===== src/rtl/contador_bcd_param.sv =====
// Cascadable modulo-MODULUS, DIGITS-digit up/down counter with load, terminal count and wrap pulse.
// Define COUNTER_SATURATE_EN to hold at the terminal value instead of wrapping.
module contador_bcd_param #(
  parameter int unsigned DIGITS  = 2,
  parameter int unsigned MODULUS = 10
) (
  input  logic                  CLK,
  input  logic                  RESET,
  input  logic                  EN,
  input  logic                  UP,
  input  logic                  LOAD,
  input  logic [4*DIGITS-1:0]   LOAD_VAL,
  output logic [4*DIGITS-1:0]   Q,
  output logic                  TC,
  output logic                  CARRY_OUT
);

  localparam logic [3:0] MaxDigit = 4'(MODULUS - 1);

  logic [4*DIGITS-1:0] q_q;
  logic [4*DIGITS-1:0] q_step;
  logic [4*DIGITS-1:0] q_load;
  logic                carry_q;
  logic                wrap;
  logic                all_max;
  logic                all_zero;

  // Ripple the carry/borrow through the digits; a surviving chain means the whole count wrapped.
  always_comb begin
    logic       chain;
    logic [3:0] dig;
    logic [3:0] lv;
    q_step   = q_q;
    q_load   = '0;
    chain    = 1'b1;
    all_max  = 1'b1;
    all_zero = 1'b1;
    dig      = '0;
    lv       = '0;
    for (int i = 0; i < int'(DIGITS); i++) begin
      dig      = q_q[4*i +: 4];
      all_max  = all_max & (dig == MaxDigit);
      all_zero = all_zero & (dig == 4'd0);
      if (chain) begin
        if (UP) begin
          if (dig == MaxDigit) begin
            q_step[4*i +: 4] = 4'd0;
          end else begin
            q_step[4*i +: 4] = dig + 4'd1;
            chain            = 1'b0;
          end
        end else begin
          if (dig == 4'd0) begin
            q_step[4*i +: 4] = MaxDigit;
          end else begin
            q_step[4*i +: 4] = dig - 4'd1;
            chain            = 1'b0;
          end
        end
      end
      lv               = LOAD_VAL[4*i +: 4];
      q_load[4*i +: 4] = (lv > MaxDigit) ? MaxDigit : lv;
    end
    wrap = chain;
  end

  assign TC        = EN & ~LOAD & (UP ? all_max : all_zero);
  assign Q         = q_q;
  assign CARRY_OUT = carry_q;

  always_ff @(posedge CLK) begin
    if (RESET) begin
      q_q     <= '0;
      carry_q <= 1'b0;
    end else if (LOAD) begin
      q_q     <= q_load;
      carry_q <= 1'b0;
    end else if (EN) begin
`ifdef COUNTER_SATURATE_EN
      if (!TC) begin
        q_q <= q_step;
      end
      carry_q <= 1'b0;
`else
      q_q     <= q_step;
      carry_q <= wrap;
`endif
    end else begin
      carry_q <= 1'b0;
    end
  end

endmodule


===== config.mk =====
export PLATFORM = sky130hd
export DESIGN_NAME = contador_bcd_param
export DESIGN_NICKNAME = d
export VERILOG_FILES = /design/src/rtl/contador_bcd_param.sv
export SDC_FILE = /design/constraint.sdc
export NUM_CORES = 1
export LEC_CHECK = 0
export ABC_AREA = 1
export BUFFER_PORTS_ARGS = -buffer_cell sky130_fd_sc_hd__clkbuf_2
export CAP_MARGIN = 20
export CORE_MARGIN = 2
export CORE_UTILIZATION = 30
export CTS_CLUSTER_SIZE = 30
export DETAILED_ROUTE_END_ITERATION = 7
export PLACE_DENSITY = 0.52
export SETUP_SLACK_MARGIN = 0.05
export SLEW_MARGIN = 15
export SYNTH_ARGS = -nofsm -noshare
export SYNTH_HDL_FRONTEND = slang
export SYNTH_SLANG_ARGS = --single-unit
export TNS_END_PERCENT = 50

===== constraint.sdc =====
create_clock -name CLK -period 1.2 [get_ports CLK]
set_input_delay 0.18 -clock CLK [delete_from_list [all_inputs] [get_ports CLK]]
set_output_delay 0.18 -clock CLK [all_outputs]
set_load 0.02 [all_outputs]

==> results.cfg <==
[die]
die_w_microns = 55.7
core_sq_um = 2500
ios = 23
dieArea_sq_um = 3100
initial_utilization_pct = 32.0
core.rowCount = 18
die_h_microns = 55.7

[clock_network]
cts-root-buf = clkbuf_4
cts_tree = done
cts_buffers = 3
cts.sinks = 9
cts_buffer_depth = 2
htree_levels = 1
clkSlewWorstSetupHoldPaths_ps = 70
clock_latency_ps = 260

[layout]
layout.cells.most_common_list = nand2_1 (30), buf_4 (26), nor2_1 (20), clkbuf_2 (20), inv_1 (17)
finalNetCount = 205
diodes = 0
fin_cells = 221
drive_above_1_share_pct = 46.6
utilization_pct = 51.1
layout_commonest_cell = nand2_1
area_growth_pct = 59.5
stdcell_area_sq_um = 1280

[sta]
min_period_ps = 1520
layout_setup_ws_ps = -318
holdWs_ps = 152
rsz0062_at_grt = true
min_period_over_period_pct = 126
max_slew.worst_pin.slew_ps = 292
hold_viol_final = 0
timing.slew.headroom_pct = 80.5
finalSetupViolations = 7
slew_viol_final = 0
setup_tns_ps = -715
clock_skew_ps = 2.80
max_freq_mhz = 659

[worst_setup_path]
reg2reg_setup_slack_ps = -140
startpoint_type = flop
cp_num_cells = 7
path_max_fanout = 4
slowest_delay_ps = 360
cp.arrival_ps = 1340
worst-r2r-cell-count = 13
slowest_stage = dfxtp_4
cp-startpoint = Q[5]
r2r_start = Q[5]
path_delay_family = simple AND/OR/NAND/NOR gates
critPathKind = reg2out
rr_endpoint = Q[7]
end_kind = output pin
crit_top_cell = nor2_1
path_buf_inv = 2
cp_data_required_time_ps = 1020
crit_chain = nor2_4 > nand3_2 > nor2_1 > inv_1 > nor2_1 > o21a_2 > buf_8

[power_and_ir_drop]
ir_drop_uv = 521
leakage_nw = 0.656
p_per_area_nw_per_um2 = 819
p_total_mw = 1.05

[place]
io_buffers = 22
dpl-instance-area_sq_um = 1090
place_inst = 208
hpwl_microns = 1770
gp_congestion = 0.893
pre_cts_ws_ps = -44.0

[yosys]
ys_warn_count = 0
yosys-top-cells-area = dfxtp_1 (23%), nand2_1 (15%), nor2_1 (11%)
synth_area_leader_cell = dfxtp_1
synth_top_area_share_pct = 22.5
synthCells = 137
synthXorXnorAreaFrac_pct = 1.09
synth_cell_type_count = 22
synth_top_family_by_area = simple AND/OR/NAND/NOR gates
synthAdderAreaFrac_pct = 0
syn_area_per_cell_sq_um = 5.85
synthMuxAreaShare_pct = 0
ys_seq_area_share_pct = 22.5
synth_nets = 150
netlist_area_sq_um = 801
yosys.area_share.simple_pct = 45.0
synth_compound_area_share_pct = 18.6
ys_ff_latch = 9

[grt]
grt_max_degree = 9
overflow = 0
grt_use_total_pct = 14.4
grt_pass1_wl_microns = 3620
grt_pass1_vias = 852
antenna_found_initial = 0

[detailed_routing]
finalWirelength_microns = 2370
drc = 0
num_vias = 1026
ant_nets = 0
drtPass1Iterations = 4
vias_per_cell = 4.64
first_iter_violations = 17
wl_per_cell_microns = 10.7

[worst_hold_path]
min_path_type = in2reg
min_to = Q[3]
holdCritStartpoint = RESET
hold_depth = 2

[run_status]
status = complete, but fails checks
violations = negative setup slack

[job]
cap_violations = 0
[synth_stat cells]
master / count
nand2_1: 33
nor2_1: 23
inv_1: 19
o21ai_0: 12
nand3_1: 10
dfxtp_1: 9
a21oi_1: 7
a31oi_1: 3
nand2_2: 3
nor2_2: 3
a211oi_1: 2
clkbuf_8: 2
nor2_4: 2
a22oi_1: 1
inv_2: 1
nand2_4: 1
nand3_4: 1
nand4_1: 1
nor3_1: 1
o21a_1: 1
o21ai_1: 1
xor2_1: 1
[logic make-up (layout without fill, tap and decap cells)]
| family | after synthesis | in the layout |
|---|---|---|
| buffers and inverters | 22 | 76 |
| DFF | 9 | 9 |
| and+or+nand+nor | 78 | 78 |
| xor gates and xnor gates | 1 | 1 |
| AOI/OAI and AO/OA | 27 | 27 |
[worst max path at each step]
stage	end	slack [ps]
3_3_place_gp	TC	-10
5_1_grt	TC	-360
3_5_place_dp	TC	-40
4_1_cts	TC	-300
6_report	TC	-320
2_1_floorplan	TC	-20
[power breakdown]
part / switching, mW / internal, mW / leakage, nW / total, mW
logic: 0.237 / 0.214 / 0.562 / 0.451
clock network: 0.117 / 0.129 / 0.0150 / 0.246
registers: 0.0311 / 0.319 / 0.0784 / 0.350
total: 0.385 / 0.662 / 0.656 / 1.05
[layer usage]
metal	global-route usage [%]	vias to the layer above	wire [microns]
li1	-	547	-
met1	21.3	451	1200
met2	20.9	24	1040
met3	2.09	4	102
met4	5.23	0	26
met5	0	-	0
[flip-flops by register name, summed over array words and instances (netlist names)]
register,cells
CARRY_OUT,1
Q,8
[timing repair]
action,in CTS,in global routing
hold buffers,0,0
pin swaps,6,13
endpoints found under the setup margin,7,12
setup buffers,7,3
resized for setup,19,14
[cell type report]
class / instances / area (sq um)
timing repair buffer: 52 / 370
sequential: 9 / 203
clock buffer: 4 / 26.3
inverter: 20 / 75.1
fill: 241 / 1220
tap: 30 / 37.5
multi-input combinational: 106 / 566
Power figures use the tool's default switching activity.
